--- config.mk ---
export PLATFORM = sky130hd
export DESIGN_NAME = light_encryptor_param
export DESIGN_NICKNAME = d
export VERILOG_FILES = /design/src/rtl/light_encryptor_param.sv
export SDC_FILE = /design/constraint.sdc
export NUM_CORES = 2
export LEC_CHECK = 0
export ABC_CLOCK_PERIOD_IN_PS = 3800
export CAP_MARGIN = 20
export CORE_AREA = 2 2 682 684
export DETAILED_ROUTE_END_ITERATION = 8
export DIE_AREA = 0 0 684 686
export GPL_TIMING_DRIVEN = 0
export MAX_ROUTING_LAYER = met4
export PLACE_DENSITY = 0.46
export SLEW_MARGIN = 20
export SYNTH_ARGS = -nofsm -noshare
export SYNTH_HDL_FRONTEND = slang
export SYNTH_SLANG_ARGS = --single-unit
--- constraint.sdc ---
create_clock -name clk -period 3.8 [get_ports clk]
set_input_delay 0.76 -clock clk [delete_from_list [all_inputs] [get_ports clk]]
set_output_delay 0.76 -clock clk [all_outputs]
set_load 0.02 [all_outputs]
--- src/rtl/light_encryptor_param.sv ---
// CTR-mode encryptor/decryptor with encrypt-then-MAC CBC-MAC over NUM_BLOCKS 128-bit blocks.
// Every keystream and MAC step goes through one external block-cipher engine, one call at a time.
module light_encryptor_param #(
    parameter int          NUM_BLOCKS = 5,
    parameter logic [31:0] CTR_INIT   = 32'd1,
    localparam int         DW         = 128 * NUM_BLOCKS
) (
    input  logic          clk,
    input  logic          rst,
    input  logic [DW-1:0] req_data,
    input  logic [95:0]   req_nonce,
    input  logic          req_mode,
    input  logic          req_val,
    output logic          req_rdy,
    output logic [DW-1:0] resp_data,
    output logic [127:0]  resp_mac,
    output logic          resp_val,
    input  logic          resp_rdy,
    output logic [127:0]  bc_req_data,
    output logic          bc_req_val,
    input  logic          bc_req_rdy,
    input  logic [127:0]  bc_resp_data,
    input  logic          bc_resp_val
);
    typedef enum logic [2:0] {IDLE, KS_REQ, KS_WAIT, MAC_REQ, MAC_WAIT, DONE} state_t;

    state_t        state_q;
    logic [DW-1:0] data_q, resp_data_q;
    logic [95:0]   nonce_q;
    logic          mode_q;
    logic [7:0]    idx_q;
    logic [31:0]   ctr_q;
    logic [127:0]  mac_q, ct_q, resp_mac_q;
    logic          req_rdy_q, resp_val_q, bc_req_val_q;

    logic [14:0]   off;
    logic [127:0]  in_blk, out_blk, ct_d;
    logic          last_blk;

    always_comb begin
        off      = {idx_q, 7'd0};
        in_blk   = data_q[off +: 128];
        out_blk  = in_blk ^ bc_resp_data;
        // The MAC always covers the ciphertext, whichever direction we run.
        ct_d     = mode_q ? in_blk : out_blk;
        last_blk = (idx_q == 8'(NUM_BLOCKS - 1));
    end

    always_ff @(posedge clk) begin
        if (rst) begin
            state_q      <= IDLE;
            req_rdy_q    <= 1'b1;
            resp_val_q   <= 1'b0;
            bc_req_val_q <= 1'b0;
            resp_data_q  <= '0;
            resp_mac_q   <= '0;
            mac_q        <= '0;
            idx_q        <= '0;
            data_q       <= '0;
            nonce_q      <= '0;
            mode_q       <= 1'b0;
            ctr_q        <= '0;
            ct_q         <= '0;
        end else begin
            unique case (state_q)
                IDLE: if (req_val) begin
                    data_q       <= req_data;
                    nonce_q      <= req_nonce;
                    mode_q       <= req_mode;
                    idx_q        <= '0;
                    mac_q        <= '0;
                    ctr_q        <= CTR_INIT;
                    req_rdy_q    <= 1'b0;
                    bc_req_val_q <= 1'b1;
                    state_q      <= KS_REQ;
                end
                KS_REQ: if (bc_req_rdy) begin
                    bc_req_val_q <= 1'b0;
                    state_q      <= KS_WAIT;
                end
                KS_WAIT: if (bc_resp_val) begin
                    resp_data_q[off +: 128] <= out_blk;
                    ct_q         <= ct_d;
                    bc_req_val_q <= 1'b1;
                    state_q      <= MAC_REQ;
                end
                MAC_REQ: if (bc_req_rdy) begin
                    bc_req_val_q <= 1'b0;
                    state_q      <= MAC_WAIT;
                end
                MAC_WAIT: if (bc_resp_val) begin
                    mac_q <= bc_resp_data;
                    if (last_blk) begin
                        resp_mac_q <= bc_resp_data;
                        resp_val_q <= 1'b1;
                        state_q    <= DONE;
                    end else begin
                        idx_q        <= idx_q + 8'd1;
                        ctr_q        <= ctr_q + 32'd1;
                        bc_req_val_q <= 1'b1;
                        state_q      <= KS_REQ;
                    end
                end
                DONE: if (resp_rdy) begin
                    resp_val_q <= 1'b0;
                    req_rdy_q  <= 1'b1;
                    state_q    <= IDLE;
                end
                default: state_q <= IDLE;
            endcase
        end
    end

    // Built only from registers, so the engine sees a stable word while it stalls.
    assign bc_req_data = (state_q == MAC_REQ) ? (mac_q ^ ct_q) : {nonce_q, ctr_q};
    assign bc_req_val  = bc_req_val_q;
    assign req_rdy     = req_rdy_q;
    assign resp_val    = resp_val_q;
    assign resp_data   = resp_data_q;
    assign resp_mac    = resp_mac_q;
endmodule

==> flow_metrics.env <==
export IMPL_cp_required_ns=4.63
export IMPL_worst_path_max_fanout=10
export IMPL_post_dp_cell_area_sq_um=102200
export IMPL_finClkSkew_ns=0.04852
export IMPL_layout_setup_ws_ns=-0.1949
export IMPL_ys_seq_area_share_pct=48.25
export IMPL_synth_avg_cell_area_sq_um=7.929
export IMPL_dp_slack_ns=-4.038
export IMPL_violations="setup timing"
export IMPL_drtPass1Iterations=6
export IMPL_cts_buffers=222
export IMPL_grt_pass1_vias=77607
export IMPL_ant_nets=0
export IMPL_num_vias=84446
export IMPL_period_needed_ns=3.995
export IMPL_power_density_nw_per_um2=456.2
export IMPL_grt_max_degree=19
export IMPL_clockBufferDepth=4
export IMPL_tightest_slew_ns=1.352
export IMPL_final_nets=12420
export IMPL_hp_class="in -> reg"
export IMPL_cts_root_buf="clkbuf_16"
export IMPL_clk_latency_ns=0.97
export IMPL_initial_core_util_pct=16.23
export IMPL_power_leakage_nw=37.10
export IMPL_syn_num_nets=10329
export IMPL_multi_input_area_sq_um=36580
export IMPL_peakVddDrop_mv=0.3861
export IMPL_finalCritPeriodShare_pct=105.1
export IMPL_final_area_sq_um=111800
export IMPL_die_height_microns=686
export IMPL_cp_start_kind="register"
export IMPL_cp_end_kind="register"
export IMPL_die_w_microns=684
export IMPL_cp_slowest_cell="o21ai_0"
export IMPL_cts_clk_slew_worst_paths_ns=0.06
export IMPL_num_fill_cells=51333
export IMPL_synth_area_sq_um=74970
export IMPL_rows=250
export IMPL_drv_slew=0
export IMPL_hold_viol=0
export IMPL_track_usage_pct=26.26
export IMPL_critical_path_class="reg -> reg"
export IMPL_outcome="finished with violations"
export IMPL_max_slew_margin_pct=8.888
export IMPL_via_per_inst=4.678
export IMPL_total_power_mw=51.01
export IMPL_cts_max_level=4
export IMPL_ios=1770
export IMPL_place_congestion=0.9774
export IMPL_grt_pass1_wl_microns=796000
export IMPL_synth_edf_count=0
export IMPL_drt_wl_total_microns=628900
export IMPL_drive_above_1_share_pct=9.546
export IMPL_ys_ff_latch=1807
export IMPL_drv_cap=0
export IMPL_synthCells=9455
export IMPL_fin_tns_setup_ns=-0.9569
export IMPL_cp_arrival_ns=4.82
export IMPL_critPathTopFamily="compound AO/OA/AOI/OAI gates"
export IMPL_synth_ff_type="dfxtp_1"
export IMPL_async_flop_share_pct=0
export IMPL_wl_per_cell_microns=34.84
export IMPL_drc=0
export IMPL_seq_area_sq_um=36180
export IMPL_place_detailed_hpwl_microns=528200
export IMPL_port_buffers=1769
export IMPL_cp_num_buf_inv=1
export IMPL_crit_path_frequent_cell="o21ai_0"
export IMPL_antenna_found_initial=175
export IMPL_achievable_frequency_ghz=0.2503
export IMPL_max_stage_delay_ns=1.12
export IMPL_setup_violations=11
export IMPL_yosys_warnings=0
export IMPL_clock_sinks=1807
export IMPL_die_area_sq_um=469200
export IMPL_crit_chain="or4_1 -> clkbuf_1 -> nor2_1 -> o21ai_0 -> nand2_1 -> o21ai_0"
export IMPL_worst_hold_slack_ns=0.3417
export IMPL_core_sq_um=462000
export IMPL_rsz0062_at_grt="yes"
export IMPL_cts_tree="done"
export IMPL_areaGrowthSynthToFinish_pct=49.17
export IMPL_grt_overflow_total=0
export IMPL_synth_cell_types=50
export IMPL_drt_iter0_drc=9674
## final cells by class
class	instances	area share [%]
multi-input cells	6819	32.71
flip-flops and latches	1807	32.36
repair buffers	1885	17.39
well taps	6174	6.908
clock buffers	325	5.828
plain buffers	800	3.604
clock inverters	75	0.8201
diodes	156	0.3491
inverters	11	0.03692
## report_power, final
group | total, mW | switching (mW) | leakage [nW] | internal, mW
Clock | 22.4 | 9.52 | 3.66 | 12.9
Combinational | 8.51 | 5.90 | 18.8 | 2.62
Sequential | 20.1 | 0.456 | 14.7 | 19.6
## placed cells by master (no fill, tap or decap), types with 71 or more instances in the layout
master / Yosys / layout
nor2_1: 292 / 292
xnor2_1: 260 / 260
nand2b_1: 257 / 257
diode_2: 0 / 156
clkbuf_16: 0 / 239
nand2_1: 2387 / 2333
clkdlybuf4s50_1: 0 / 1641
o31ai_1: 132 / 125
nand4_1: 400 / 400
dfxtp_1: 1807 / 1803
clkbuf_1: 707 / 585
a21oi_1: 1413 / 1407
o22ai_1: 130 / 129
mux2_2: 129 / 129
o21ai_1: 3 / 77
buf_4: 2 / 91
mux2i_1: 131 / 130
clkbuf_2: 0 / 79
buf_2: 58 / 71
or3_1: 145 / 142
a32o_1: 127 / 127
nand3_1: 141 / 141
o21ai_0: 775 / 625
## registers in the layout (all words and copies together), names as in the netlist
register    count
bc_req_val      1
ct_q          128
ctr_q          32
data_q        640
idx_q           8
mac_q         128
mode_q          1
nonce_q        96
req_rdy         1
resp_data     640
resp_mac      128
resp_val        1
state_q         3
## kinds of logic after synthesis
family	share of synthesized area (%)
XOR/XNOR	3.201
flip-flops	48.25
AO/OA/AOI/OAI	18.92
buffers and inverters	4.258
adder cells (fa/ha/maj)	0.05007
multiplexers	3.687
AND/OR/NAND/NOR	21.63
## final timing paths
kind | from | endpoint | slack, ns | cells past startpoint
min reg2reg | req_rdy | req_rdy | 0.45 | 2
max | idx_q[0] | resp_data[148] | -0.19 | 6
max reg2reg | idx_q[0] | resp_data[148] | -0.19 | 6
min | req_data[217] | data_q[217] | 0.34 | 3
## routing by layer
metal | vias to the layer above | GRT usage, % | share of wire (%)
met1 | 41985 | 31.28 | 40
met3 | 950 | 7.068 | 9.0
met2 | 4419 | 41.78 | 46
li1 | 37092 | - | -
met4 | 0 | 10.93 | 5.1
met5 | - | - | 0
## synthesized netlist by cell type, types with 2 or more instances
master	instances	area share [%]
a21oi_1	1413	9.4
a311oi_1	3	0.035
a31oi_1	3	0.025
a32o_1	127	1.7
a41oi_1	2	0.023
and2_1	2	0.017
and3_1	4	0.033
and4_1	5	0.058
buf_1	51	0.26
buf_2	58	0.39
buf_4	2	0.020
clkbuf_1	707	3.5
dfxtp_1	1807	48
ha_1	3	0.050
inv_1	11	0.055
mux2_2	129	1.9
mux2i_1	131	1.7
nand2_1	2387	12
nand2b_1	257	2.1
nand3_1	141	0.94
nand3b_1	2	0.020
nand4_1	400	3.3
nand4bb_1	2	0.030
nor2_1	292	1.5
nor2b_1	4	0.033
nor3_1	12	0.080
nor3b_1	3	0.030
nor4_1	11	0.092
nor4b_1	3	0.035
o21ai_0	775	5.2
o21ai_1	3	0.020
o22ai_1	130	1.1
o31ai_1	132	1.3
o41ai_1	2	0.023
or2_2	3	0.025
or3_1	145	1.2
or4_1	7	0.070
or4b_2	2	0.027
xnor2_1	260	3.0
xor2_1	14	0.16
## worst reg2reg max path, stage by stage, from the launching register on
cell      delay [ns]
dfxtp_1         0.51
or4_1           0.83
clkbuf_1        0.66
nor2_1          0.31
o21ai_0         1.12
nand2_1         0.23
o21ai_0         0.25
## stage by stage
stage / util [%] / instances
2_1_floorplan: - / 9455
3_3_place_gp: 21.73 / 17398
6_report: 24.21 / 18052
3_5_place_dp: 22.11 / 17476
4_1_cts: 23.94 / 17891
5_1_grt: 24.17 / 17985
## timing repair
| item | CTS | global route |
|---|---|---|
| pin swaps | 11 | 29 |
| buffers inserted | 17 | 15 |
| hold buffers | 0 | 0 |
| resized for setup | 949 | 480 |
| setup endpoints to repair | 1064 | 627 |
| cloned | 5 | 3 |
Note: power is estimated with default switching activity, not from simulation.
